## src/rtl/id_ex_stage_pkg.sv

```systemverilog
// Shared ALU encodings for the ID/EX stage and the ALU: aluop classes,
// 3-bit ALU control codes, R-type funct values and the ID/EX register layout.
package id_ex_stage_pkg;

  typedef enum logic [1:0] {
    ALUOP_ADD   = 2'b00,
    ALUOP_SUB   = 2'b01,
    ALUOP_RTYPE = 2'b10,
    ALUOP_ADDI  = 2'b11
  } aluop_e;

  typedef enum logic [2:0] {
    ALU_AND = 3'b000,
    ALU_OR  = 3'b001,
    ALU_ADD = 3'b010,
    ALU_SUB = 3'b110,
    ALU_SLT = 3'b111
  } alu_ctrl_e;

  localparam logic [5:0] FUNCT_ADD = 6'b100000;
  localparam logic [5:0] FUNCT_SUB = 6'b100010;
  localparam logic [5:0] FUNCT_AND = 6'b100100;
  localparam logic [5:0] FUNCT_OR  = 6'b100101;
  localparam logic [5:0] FUNCT_SLT = 6'b101010;

  typedef struct packed {
    logic        valid;
    logic [31:0] rd1;
    logic [31:0] rd2;
    logic [31:0] imm;
    logic [4:0]  rs;
    logic [4:0]  rt;
    logic [4:0]  rd;
    logic        alusrc;
    logic        regdst;
    logic [1:0]  aluop;
    logic [5:0]  funct;
    logic        regwrite;
  } id_ex_regs_t;

endpackage

```

## src/rtl/id_ex_stage_if.sv

```systemverilog
// Decode-side bundle into the ID/EX stage and the operand/control bundle out
// of it. The decode stage is the master; id_ex_stage is the slave.
interface id_ex_stage_if;

  logic        in_valid;
  logic [31:0] in_rd1;
  logic [31:0] in_rd2;
  logic [31:0] in_imm;
  logic [4:0]  in_rs;
  logic [4:0]  in_rt;
  logic [4:0]  in_rd;
  logic        in_alusrc;
  logic        in_regdst;
  logic [1:0]  in_aluop;
  logic [5:0]  in_funct;
  logic        in_regwrite;

  logic        ex_valid;
  logic [31:0] alu_a;
  logic [31:0] alu_b;
  logic [2:0]  alu_control;
  logic [4:0]  ex_dest;
  logic        ex_regwrite;
  logic [31:0] ex_store_data;
  logic        illegal_op;

  modport master (
    output in_valid, in_rd1, in_rd2, in_imm, in_rs, in_rt, in_rd,
           in_alusrc, in_regdst, in_aluop, in_funct, in_regwrite,
    input  ex_valid, alu_a, alu_b, alu_control, ex_dest, ex_regwrite,
           ex_store_data, illegal_op
  );

  modport slave (
    input  in_valid, in_rd1, in_rd2, in_imm, in_rs, in_rt, in_rd,
           in_alusrc, in_regdst, in_aluop, in_funct, in_regwrite,
    output ex_valid, alu_a, alu_b, alu_control, ex_dest, ex_regwrite,
           ex_store_data, illegal_op
  );

endinterface

```

## src/rtl/id_ex_stage_alu_decoder.sv

```systemverilog
// Maps the aluop class and R-type funct to a 3-bit ALU control code.
// Unknown R-type functs fall back to add and raise illegal.
module alu_decoder
  import id_ex_stage_pkg::*;
(
  input  logic [1:0] aluop,
  input  logic [5:0] funct,
  output logic [2:0] alu_control,
  output logic       illegal
);

  always_comb begin
    alu_control = ALU_ADD;
    illegal     = 1'b0;
    case (aluop_e'(aluop))
      ALUOP_SUB: alu_control = ALU_SUB;
      ALUOP_RTYPE: begin
        case (funct)
          FUNCT_ADD: alu_control = ALU_ADD;
          FUNCT_SUB: alu_control = ALU_SUB;
          FUNCT_AND: alu_control = ALU_AND;
          FUNCT_OR:  alu_control = ALU_OR;
          FUNCT_SLT: alu_control = ALU_SLT;
          default:   illegal     = 1'b1;
        endcase
      end
      default: alu_control = ALU_ADD;
    endcase
  end

endmodule

```

## src/rtl/id_ex_stage.sv

```systemverilog
// ID/EX pipeline register with stall/flush control, operand forwarding from
// EX/MEM and MEM/WB, and ALU control decode of the registered instruction.
module id_ex_stage
  import id_ex_stage_pkg::*;
(
  input  logic        clk,
  input  logic        rst_n,
  input  logic        stall,
  input  logic        flush,
  input  logic        exmem_regwrite,
  input  logic [4:0]  exmem_dest,
  input  logic [31:0] exmem_result,
  input  logic        memwb_regwrite,
  input  logic [4:0]  memwb_dest,
  input  logic [31:0] memwb_data,
  id_ex_stage_if.slave bus
);

  id_ex_regs_t r;
  logic [2:0]  dec_control;
  logic        dec_illegal;
  logic [31:0] fwd_a;
  logic [31:0] fwd_b;

  // A flush loads an all-zero bubble and wins over stall.
  always_ff @(posedge clk or negedge rst_n) begin
    if (!rst_n) begin
      r <= '0;
    end else if (flush) begin
      r <= '0;
    end else if (!stall) begin
      r.valid    <= bus.in_valid;
      r.rd1      <= bus.in_rd1;
      r.rd2      <= bus.in_rd2;
      r.imm      <= bus.in_imm;
      r.rs       <= bus.in_rs;
      r.rt       <= bus.in_rt;
      r.rd       <= bus.in_rd;
      r.alusrc   <= bus.in_alusrc;
      r.regdst   <= bus.in_regdst;
      r.aluop    <= bus.in_aluop;
      r.funct    <= bus.in_funct;
      r.regwrite <= bus.in_regwrite;
    end
  end

  // EX/MEM is the younger producer so it wins; register 0 is never forwarded.
  always_comb begin
    fwd_a = r.rd1;
    if (exmem_regwrite && (exmem_dest == r.rs) && (r.rs != 5'd0))
      fwd_a = exmem_result;
    else if (memwb_regwrite && (memwb_dest == r.rs) && (r.rs != 5'd0))
      fwd_a = memwb_data;

    fwd_b = r.rd2;
    if (exmem_regwrite && (exmem_dest == r.rt) && (r.rt != 5'd0))
      fwd_b = exmem_result;
    else if (memwb_regwrite && (memwb_dest == r.rt) && (r.rt != 5'd0))
      fwd_b = memwb_data;
  end

  alu_decoder u_alu_decoder (
    .aluop       (r.aluop),
    .funct       (r.funct),
    .alu_control (dec_control),
    .illegal     (dec_illegal)
  );

  assign bus.ex_valid      = r.valid;
  assign bus.ex_regwrite   = r.regwrite & r.valid;
  assign bus.ex_dest       = r.regdst ? r.rd : r.rt;
  assign bus.alu_a         = fwd_a;
  assign bus.ex_store_data = fwd_b;
  assign bus.alu_b         = r.alusrc ? r.imm : fwd_b;
  assign bus.alu_control   = dec_control;
  assign bus.illegal_op    = dec_illegal & r.valid;

endmodule

```

## src/flat_wrapper.sv

```systemverilog
// flat-port wrapper written by rule: the top's interface ports become plain ports
module id_ex_stage_flat import id_ex_stage_pkg::*;
  (clk, rst_n, stall, flush, exmem_regwrite, exmem_dest, exmem_result, memwb_regwrite, memwb_dest, memwb_data, bus_in_valid, bus_in_rd1, bus_in_rd2, bus_in_imm, bus_in_rs, bus_in_rt, bus_in_rd, bus_in_alusrc, bus_in_regdst, bus_in_aluop, bus_in_funct, bus_in_regwrite, bus_ex_valid, bus_alu_a, bus_alu_b, bus_alu_control, bus_ex_dest, bus_ex_regwrite, bus_ex_store_data, bus_illegal_op);
  id_ex_stage_if bus_i ();
  input  logic clk;
  input  logic rst_n;
  input  logic stall;
  input  logic flush;
  input  logic exmem_regwrite;
  input  logic [4:0] exmem_dest;
  input  logic [31:0] exmem_result;
  input  logic memwb_regwrite;
  input  logic [4:0] memwb_dest;
  input  logic [31:0] memwb_data;
  input wire logic [$bits(bus_i.in_valid)-1:0] bus_in_valid;
  input wire logic [$bits(bus_i.in_rd1)-1:0] bus_in_rd1;
  input wire logic [$bits(bus_i.in_rd2)-1:0] bus_in_rd2;
  input wire logic [$bits(bus_i.in_imm)-1:0] bus_in_imm;
  input wire logic [$bits(bus_i.in_rs)-1:0] bus_in_rs;
  input wire logic [$bits(bus_i.in_rt)-1:0] bus_in_rt;
  input wire logic [$bits(bus_i.in_rd)-1:0] bus_in_rd;
  input wire logic [$bits(bus_i.in_alusrc)-1:0] bus_in_alusrc;
  input wire logic [$bits(bus_i.in_regdst)-1:0] bus_in_regdst;
  input wire logic [$bits(bus_i.in_aluop)-1:0] bus_in_aluop;
  input wire logic [$bits(bus_i.in_funct)-1:0] bus_in_funct;
  input wire logic [$bits(bus_i.in_regwrite)-1:0] bus_in_regwrite;
  output wire logic [$bits(bus_i.ex_valid)-1:0] bus_ex_valid;
  output wire logic [$bits(bus_i.alu_a)-1:0] bus_alu_a;
  output wire logic [$bits(bus_i.alu_b)-1:0] bus_alu_b;
  output wire logic [$bits(bus_i.alu_control)-1:0] bus_alu_control;
  output wire logic [$bits(bus_i.ex_dest)-1:0] bus_ex_dest;
  output wire logic [$bits(bus_i.ex_regwrite)-1:0] bus_ex_regwrite;
  output wire logic [$bits(bus_i.ex_store_data)-1:0] bus_ex_store_data;
  output wire logic [$bits(bus_i.illegal_op)-1:0] bus_illegal_op;
  assign bus_i.in_valid = bus_in_valid;
  assign bus_i.in_rd1 = bus_in_rd1;
  assign bus_i.in_rd2 = bus_in_rd2;
  assign bus_i.in_imm = bus_in_imm;
  assign bus_i.in_rs = bus_in_rs;
  assign bus_i.in_rt = bus_in_rt;
  assign bus_i.in_rd = bus_in_rd;
  assign bus_i.in_alusrc = bus_in_alusrc;
  assign bus_i.in_regdst = bus_in_regdst;
  assign bus_i.in_aluop = bus_in_aluop;
  assign bus_i.in_funct = bus_in_funct;
  assign bus_i.in_regwrite = bus_in_regwrite;
  assign bus_ex_valid = bus_i.ex_valid;
  assign bus_alu_a = bus_i.alu_a;
  assign bus_alu_b = bus_i.alu_b;
  assign bus_alu_control = bus_i.alu_control;
  assign bus_ex_dest = bus_i.ex_dest;
  assign bus_ex_regwrite = bus_i.ex_regwrite;
  assign bus_ex_store_data = bus_i.ex_store_data;
  assign bus_illegal_op = bus_i.illegal_op;
  id_ex_stage u_core (.clk(clk), .rst_n(rst_n), .stall(stall), .flush(flush), .exmem_regwrite(exmem_regwrite), .exmem_dest(exmem_dest), .exmem_result(exmem_result), .memwb_regwrite(memwb_regwrite), .memwb_dest(memwb_dest), .memwb_data(memwb_data), .bus(bus_i));
endmodule
```

## config.mk

```make
export PLATFORM = sky130hd
export DESIGN_NAME = id_ex_stage_flat
export DESIGN_NICKNAME = d
export VERILOG_FILES = /design/src/rtl/id_ex_stage_pkg.sv /design/src/rtl/id_ex_stage_if.sv /design/src/rtl/id_ex_stage_alu_decoder.sv /design/src/rtl/id_ex_stage.sv /design/src/flat_wrapper.sv
export SDC_FILE = /design/constraint.sdc
export NUM_CORES = 1
export LEC_CHECK = 0
export ABC_AREA = 0
export BUFFER_PORTS_ARGS = -buffer_cell sky130_fd_sc_hd__buf_2
export CAP_MARGIN = 10
export CORE_MARGIN = 2
export CORE_UTILIZATION = 45
export DETAILED_ROUTE_END_ITERATION = 12
export GPL_TIMING_DRIVEN = 0
export PLACE_DENSITY = 0.73
export SLEW_MARGIN = 10
export SYNTH_ARGS = -nofsm -noshare
export SYNTH_HDL_FRONTEND = slang
export SYNTH_SLANG_ARGS = --single-unit
```

## constraint.sdc

```tcl
create_clock -name clk -period 2.5 [get_ports clk]
set_input_delay 0.25 -clock clk [delete_from_list [all_inputs] [get_ports clk]]
set_output_delay 0.25 -clock clk [all_outputs]
set_load 0.005 [all_outputs]
```

---- Word-level counts from Yosys, hierarchy flattened ----
Index checks and enable logic that the tools add are counted.
cells by class
  equal/unequal tests ..................... 12
  reductions and logical operators ........ 11
  multiplexer cells ....................... 12
  bitwise operators ....................... 2
operators with widths
  cell                                                             number
  123-bit 2-to-1 mux                                               2
  32-bit 2-to-1 mux                                                5
  6-bit == test, second input constant                             5
  5-bit == test                                                    4
  3-bit case mux with 4 select lines                               1
  5-bit nonzero test                                               2
  1-bit logical AND                                                8
  3-bit case mux with 2 select lines                               1
  5-bit 2-to-1 mux                                                 1
  5-bit OR reduction                                               1
  1-bit AND                                                        2
  2-bit by 1-bit == test with 1-bit output, second input constant  1
  2-bit == test, second input constant                             1
  1-bit 2-to-1 mux                                                 2
  2-bit by 1-bit != test with 1-bit output, second input constant  1
word-level totals
  flip-flop bits (word level) ............. 123
  word-level logic and storage cells ...... 49
  input bits .............................. 203

---- Logic depth before layout (Yosys ltp) ----
Gate-level depths: netlist of the first run.
  depth after elaboration ................. 6
  gate-level depth with buffers ........... 8
  mapped depth without buffers ............ 5

---- Modules after synthesis ----
Synthesis of the first run repeated with hierarchy kept, for this count alone.
unflattened totals
  cell total of the unflattened synthesis .. 790
  area, all modules ....................... 7425.9 µm²
modules (own cells, without submodules)
  module       cells each  sequential area each (µm²)  area each (µm²)  times used
  id_ex_stage  770         3078.0                      7277.0           1
  alu_decoder  20          0.0                         148.9            1

---- Worst setup path after synthesis of the first run ----
Ideal clock, no wire load.
  path type ............................... reg-to-output
  from .................................... register u_core.r[18] (netlist name)
  to ...................................... output port bus_alu_b[10]
  arrival ................................. 1.963 ns
  slack ................................... 0.287 ns
  buffers on the path ..................... 2
  cell stages (with the launch flop) ...... 8
  required time ........................... 2.250 ns
  cell sequence ........................... dfrtp_1 or4_4 o211ai_2 or2_1 buf_2 buf_4 a31oi_1 mux2_2
on the way
  word-level cells in the longest chain between the ends .. 6
  elaborated cells between the ends (all ways) .. 10
  classes of those cells .................. eq/ne (2); mux (3); reduce/logical (5)
ends and longest elaborated chain
  item                             RTL line            text
  start, declared                  id_ex_stage.sv:19   id_ex_regs_t r;
  5-bit == test                    id_ex_stage.sv:58   else if (memwb_regwrite && (memwb_dest == r.rt) && (r.rt != 5'd0))
  1-bit logical AND (2 in series)  id_ex_stage.sv:58
  32-bit 2-to-1 mux                id_ex_stage.sv:58
  32-bit 2-to-1 mux *              id_ex_stage.sv:56   if (exmem_regwrite && (exmem_dest == r.rt) && (r.rt != 5'd0))
  named net bus_ex_store_data[10]  flat_wrapper.sv:33  output wire logic [$bits(bus_i.ex_store_data)-1:0] bus_ex_store_data;
  32-bit 2-to-1 mux *              id_ex_stage.sv:74   assign bus.alu_b = r.alusrc ? r.imm : fwd_b;
  end, declared                    flat_wrapper.sv:29  output wire logic [$bits(bus_i.alu_b)-1:0] bus_alu_b;
The timed path passes the listed nets; every way through them passes the cells marked *.

---- Worst setup path after layout of the first run ----
  from .................................... register u_core.r[17] (netlist name)
  to ...................................... output port bus_alu_b[4]
on the way
  word-level cells in the longest chain between the ends .. 6
  elaborated cells between the ends (all ways) .. 10
  classes of those cells .................. eq/ne (2); mux (3); reduce/logical (5)
ends and longest elaborated chain
  item                             RTL line
  5-bit == test                    id_ex_stage.sv:58
  1-bit logical AND (2 in series)  id_ex_stage.sv:58
  32-bit 2-to-1 mux                id_ex_stage.sv:58
  32-bit 2-to-1 mux *              id_ex_stage.sv:56
  32-bit 2-to-1 mux *              id_ex_stage.sv:74
Every way passes the cells marked *; elsewhere a longest branch is shown, timed or not.

==> flow_metrics.py, run 1 <==
metrics = {
    "sta": {
        "maxSlewViolCount": 0,
        "final.setup.worst_slack_ns": -0.474,
        "rsz0062_at_grt": "true",
        "worstMarginPinSlew_ns": 0.880,
        "period_share_pct": 119,
        "slew_headroom_pct": 41.4,
        "finalSetupViolCount": 96,
        "fin_skew_ns": 0,
        "hold_viol_final": 0,
        "min_period_ns": 2.97,
        "max_freq_ghz": 0.336,
        "hold_ws_ns": 0.0669,
    },
    "worst_hold_path": {
        "hold_start": "bus_in_rd[4]",
        "whs_path_depth": 3,
        "hp-class": "input port to flip-flop",
        "holdPathEnd": "u_core.r[15]",
    },
    "global_routing": {
        "antenna_found_initial": 4,
        "grt_max_degree": 69,
        "grt_overflow_total": 0,
        "grt_pass1_wl_um": 42400,
        "met2_usage_pct": 52.7,
        "track_usage_pct": 31.2,
        "grt_util_met1_pct": 39.6,
        "grt_pass1_vias": 7793,
        "use_met3_pct": 6.97,
        "top_usage_layer": "met2",
    },
    "synthesis": {
        "synth-warning-count": 0,
        "ys_types": 33,
        "ys_seq_area_share_pct": 41.2,
        "postSynthCellCount": 795,
        "synth_top_area_share_pct": 41.2,
        "syn_area_mm2": 0.00747,
        "async_reset_ff_share_pct": 100,
        "ys_ff_latch": 123,
        "yosysTopAreaCell": "dfrtp_1",
        "synth_edf_count": 0,
        "syn-num-nets": 1000,
        "synth_flop_cell": "dfrtp_1",
        "avgSynthCellArea_um2": 9.40,
        "yosys-top-cells-area": "dfrtp_1, mux2i_1, nor2_1",
    },
    "drt": {
        "vias": 7873,
        "drt_iter0_drc": 417,
        "first_pass_iters": 6,
        "vias_per_cell": 5.63,
        "post_drt_wl_per_cell_um": 21.0,
        "postRouteAntennaNets": 0,
        "totalWireLength_um": 29300,
        "drcViolationCount": 0,
    },
    "setup_path": {
        "end_kind": "output port",
        "r2r-start": "u_core.r[10]",
        "crit_required_ns": 2.25,
        "ff2ff_setup_slack_ns": 0.83,
        "slowest_delay_ns": 0.58,
        "critical_path_arrival_ns": 2.72,
        "crit_type": "flip-flop to output port",
        "cp_max_fo": 8,
        "r2r_cells": 4,
        "crit_chain": "or4_4, o211ai_4, or2_1, buf_12, clkbuf_16, a31oi_4, mux2_4, buf_6",
        "start_kind": "flip-flop",
        "crit_path_top_delay_cell": "or4_4",
        "r2r-end": "u_core.r[10]",
    },
    "floorplanning": {
        "core_mm2": 0.0164,
        "dieArea_mm2": 0.0177,
        "die_x_um": 133,
        "initial_core_util_pct": 45.6,
        "pin_count": 310,
        "rows": 47,
        "die_h_um": 133,
    },
    "cells_and_area": {
        "final_common_cell": "buf_2",
        "multiInputGateArea_mm2": 0.00488,
        "syn2layout_area_growth_pct": 53.0,
        "fin_util_pct": 69.7,
        "final_cell_mix": "buf_2, mux2i_1, nor2_1",
        "drive_gt1_share_pct": 46.3,
        "fill_cells": 1281,
        "seqCellArea_mm2": 0.00308,
        "postLayoutCellArea_mm2": 0.0114,
        "nets": 1367,
    },
    "run_status": {
        "status": "finished with violations",
        "violations": "negative setup slack",
    },
    "power": {
        "ir_worst_vdd_uv": 612,
        "power_leakage_nw": 5.57,
        "p_per_area_mw_per_mm2": 534,
    },
    "flow_run": {
        "maxCapViolCount": 0,
    },
    "clock_tree": {
        "cts.sinks": 123,
        "cts-root-buf": "clkbuf_16",
        "htreeDepth": 4,
        "clock_path_buffers": 2,
        "cts_tree": "done",
        "clkLatencyLatePin_ns": 0.42,
        "clkSlewWorstSetupHoldPaths_ns": 0.06,
        "cts_buffers": 17,
    },
    "placed_design": {
        "hpwl_um": 19500,
        "portBuffers": 307,
        "place_area_mm2": 0.00933,
        "gp_congestion": 0.903,
    },
}
-- routing by layer --
metal | vias to the layer above | wire length, um
met3 | 66 | 2070
met5 | - | 0
met1 | 3850 | 11900
met4 | 0 | 865
met2 | 380 | 14400
li1 | 3577 | -
-- timing repair --
action | 4_1_cts | 5_1_grt
endpoints found under the hold margin | 67 | 0
buffers inserted | 28 | 7
cloned | 4 | 2
hold buffers | 1 | 0
gates resized for setup | 134 | 141
endpoints found under the setup margin | 96 | 96
pin swaps | 16 | 16
-- cell families after synthesis --
logic type | after synthesis | synth area share [%]
xor gates and xnor gates | 20 | 2.34
muxes | 192 | 26.3
adders and majority gates | 2 | 0.335
AOI/OAI and AO/OA | 99 | 8.42
and+or+nand+nor | 281 | 17.1
buffers and inverters | 78 | 4.32
DFF | 123 | 41.2
-- flip-flops by register name (all words and copies together) (netlist names) --
name and cells:
u_core.bus.ex_valid 1, u_core.r 122
-- metrics by stage --
stage	setup TNS (ns)	total power [W]	std cells	worst slack, ns
after floorplan	0	0.00278	795	0.287
after global placement	-96.65	0.00330	1322	-0.547
after detailed placement	-28.40	0.00333	1323	-0.595
after CTS	-22.86	0.00595	1386	-0.466
after global routing	-29.77	0.00634	1399	-0.555
final	-23.19	0.00611	1399	-0.474
-- worst max-delay path by stage --
stage / start / slack, ns / to / depth (start not counted)
after global routing: u_core.r[19] / -0.56 / bus_alu_b[7] / 9
after floorplan: u_core.r[18] / 0.29 / bus_alu_b[10] / 7
after global placement: u_core.r[17] / -0.55 / bus_alu_b[29] / 7
final: u_core.r[17] / -0.47 / bus_alu_b[4] / 8
after detailed placement: u_core.r[17] / -0.60 / bus_alu_b[29] / 7
after CTS: u_core.r[18] / -0.47 / bus_alu_b[6] / 8
-- power by group --
group | switching (W) | total, W | internal [W]
Sequential | 0.0000860 | 0.00219 | 0.00210
Combinational | 0.000756 | 0.00141 | 0.000651
Clock | 0.00103 | 0.00251 | 0.00149
-- worst max-delay path, delay by kind of cell (launching register included) --
family / cells / cell delay, ns
buf+inv: 3 / 0.47
mux: 1 / 0.30
simple gates: 2 / 0.78
flops: 1 / 0.41
compound gates: 2 / 0.33
-- Yosys cell counts (2+ instances only) --
cell type	number
o31ai_1	32
nor4_2	2
dfrtp_1	123
buf_1	8
nand4_1	4
mux2_2	35
xnor2_1	16
inv_1	2
o21ai_0	32
mux2_1	2
or2_1	2
mux2i_1	155
nand2_1	37
buf_2	12
and3_1	32
nor3_1	32
clkbuf_1	53
nand3_1	36
ha_1	2
buf_4	2
xor2_1	4
nor2_1	130
a31oi_1	32
-- final cells by class --
type | count | area share (%)
multi-input cells | 594 | 42.7
flip-flops and latches | 123 | 27.0
repair buffers | 350 | 18.3
plain buffers | 74 | 4.30
clock buffers | 17 | 3.72
well taps | 220 | 2.41
clock inverters | 15 | 1.46
diodes | 4 | 0.0875
inverters | 2 | 0.0656
(Power assumes the default switching activity.)
==> run 2: changes to the inputs <==
==> constraint.sdc (replaced) <==
create_clock -name clk -period 3.58 [get_ports clk]
set_input_delay 0.358 -clock clk [delete_from_list [all_inputs] [get_ports clk]]
set_output_delay 0.358 -clock clk [all_outputs]
set_load 0.005 [all_outputs]
==> flow_metrics.py, run 2 (same netlist as run 1, synthesis figures left out) <==
metrics = {
    "drt": {
        "totalWireLength_um": 26500,
        "drcViolationCount": 0,
        "post_drt_wl_per_cell_um": 19.5,
        "vias": 7525,
        "drt_iter0_drc": 447,
        "postRouteAntennaNets": 0,
        "first_pass_iters": 5,
        "vias_per_cell": 5.54,
    },
    "floorplanning": {
        "die_h_um": 133,
        "initial_core_util_pct": 45.6,
        "core_mm2": 0.0164,
        "dieArea_mm2": 0.0177,
        "rows": 47,
        "pin_count": 310,
        "die_x_um": 133,
    },
    "setup_path": {
        "r2r-start": "u_core.r[10]",
        "crit_required_ns": 3.22,
        "start_kind": "flip-flop",
        "end_kind": "output port",
        "crit_type": "flip-flop to output port",
        "critical_path_arrival_ns": 3.11,
        "r2r_cells": 4,
        "worstSetupStartpoint": "u_core.r[17]",
        "cp_max_fo": 10,
    },
    "global_routing": {
        "grt_pass1_vias": 7437,
        "grt_overflow_total": 0,
        "grt_pass1_wl_um": 40400,
        "track_usage_pct": 29.7,
        "antenna_found_initial": 3,
        "grt_max_degree": 69,
    },
    "cells_and_area": {
        "regMostFlops": "u_core.r",
        "multiInputGateArea_mm2": 0.00409,
        "final_common_cell": "buf_2",
        "drive_gt1_share_pct": 34.9,
        "final_cell_mix": "buf_2, mux2i_1, nor2_1",
        "fill_cells": 1492,
        "largest_register_ffs": 122,
        "syn2layout_area_growth_pct": 33.1,
        "seqCellArea_mm2": 0.00308,
        "nets": 1328,
    },
    "sta": {
        "hold_viol_final": 0,
        "fin_skew_ns": 0,
        "finalSetupViolCount": 0,
        "worstMarginPinSlew_ns": 1.17,
        "hold_ws_ns": 0.176,
        "rsz0062_at_grt": "false",
        "final.setup.worst_slack_ns": 0.108,
        "period_share_pct": 97.0,
        "slew_headroom_pct": 21.3,
        "max_freq_ghz": 0.288,
        "setup_tns_ns": 0,
        "maxSlewViolCount": 0,
        "min_period_ns": 3.47,
    },
    "worst_hold_path": {
        "hold_start": "bus_in_rd[4]",
        "whs_path_depth": 3,
        "hp-class": "input port to flip-flop",
    },
    "clock_tree": {
        "htreeDepth": 4,
        "cts-root-buf": "clkbuf_16",
        "clkSlewWorstSetupHoldPaths_ns": 0.06,
        "cts_tree": "done",
        "cts.sinks": 123,
        "cts_buffers": 17,
        "cts_setup_buffers": 0,
        "clkLatencyLatePin_ns": 0.42,
        "clock_path_buffers": 2,
    },
    "placed_design": {
        "gp_congestion": 0.903,
        "dp_slack_ns": 0.376,
        "hpwl_um": 19500,
        "portBuffers": 307,
    },
    "power": {
        "p_per_area_mw_per_mm2": 408,
        "ir_worst_vdd_uv": 428,
        "power_leakage_nw": 5.05,
    },
    "run_status": {
        "status": "finished, final reports clean",
    },
    "flow_run": {
        "maxCapViolCount": 0,
    },
}
run 2: metal layers:
metal  global-route usage, %  vias up  routed length (um)
met5                       0        -                   0
met2                    49.3      351               12700
met3                    7.89       36                2160
li1                        -     3489                   -
met4                    8.90        0                 507
met1                    38.2     3649               11100
run 2: where the power goes:
part	internal, W	total (W)	switching (W)
sequential	0.00147	0.00152	0.0000544
clock	0.00104	0.00175	0.000709
combinational	0.000346	0.000787	0.000441
total	0.00285	0.00406	0.00120
run 2: worst max-delay path, cell delays in order (launching register included):
cell and delay [ns]:
dfrtp_1 0.47, or4_4 0.57, o211ai_2 0.42, or2_1 0.16
buf_2 0.21, buf_4 0.23, a31oi_1 0.19, mux2_2 0.32
buf_2 0.12
run 2: worst paths after layout:
check                                      to  slack (ns)
min in group asynchronous        u_core.r[98]        0.50
max in group asynchronous        u_core.r[50]        2.32
worst max register to register   u_core.r[10]        2.09
worst min register to register   u_core.r[15]        0.52
worst max-delay path            bus_alu_b[29]        0.11
worst min-delay path             u_core.r[15]        0.18
run 2: area by class of cell:
class                   instances  share of cell area [%]
inverters                       2                  0.0755
clock inverters                15                    1.67
flip-flops and latches        123                    30.9
multi-input cells             594                    41.1
diodes                          3                  0.0755
clock buffers                  17                    4.28
repair buffers                309                    15.9
well taps                     220                    2.77
plain buffers                  76                    3.18
run 2: metrics by stage:
| stage | std cells | utilization [%] | area (um^2) | power [W] |
|---|---|---|---|---|
| floorplan | 795 | - | 7470 | 0.00194 |
| global route | 1359 | 60.6 | 9950 | 0.00423 |
| global placement | 1322 | 56.6 | 9290 | 0.00230 |
| finish | 1359 | 60.6 | 9950 | 0.00406 |
| CTS | 1356 | 60.6 | 9940 | 0.00407 |
| detailed placement | 1323 | 56.9 | 9330 | 0.00232 |
run 2: repair_timing:
item                                   4_1_cts  5_1_grt
hold buffers                                 1        0
setup endpoints to repair                    7        1
endpoints found under the hold margin       67        0
resized for setup                            1        2
gates cloned                                 0        0
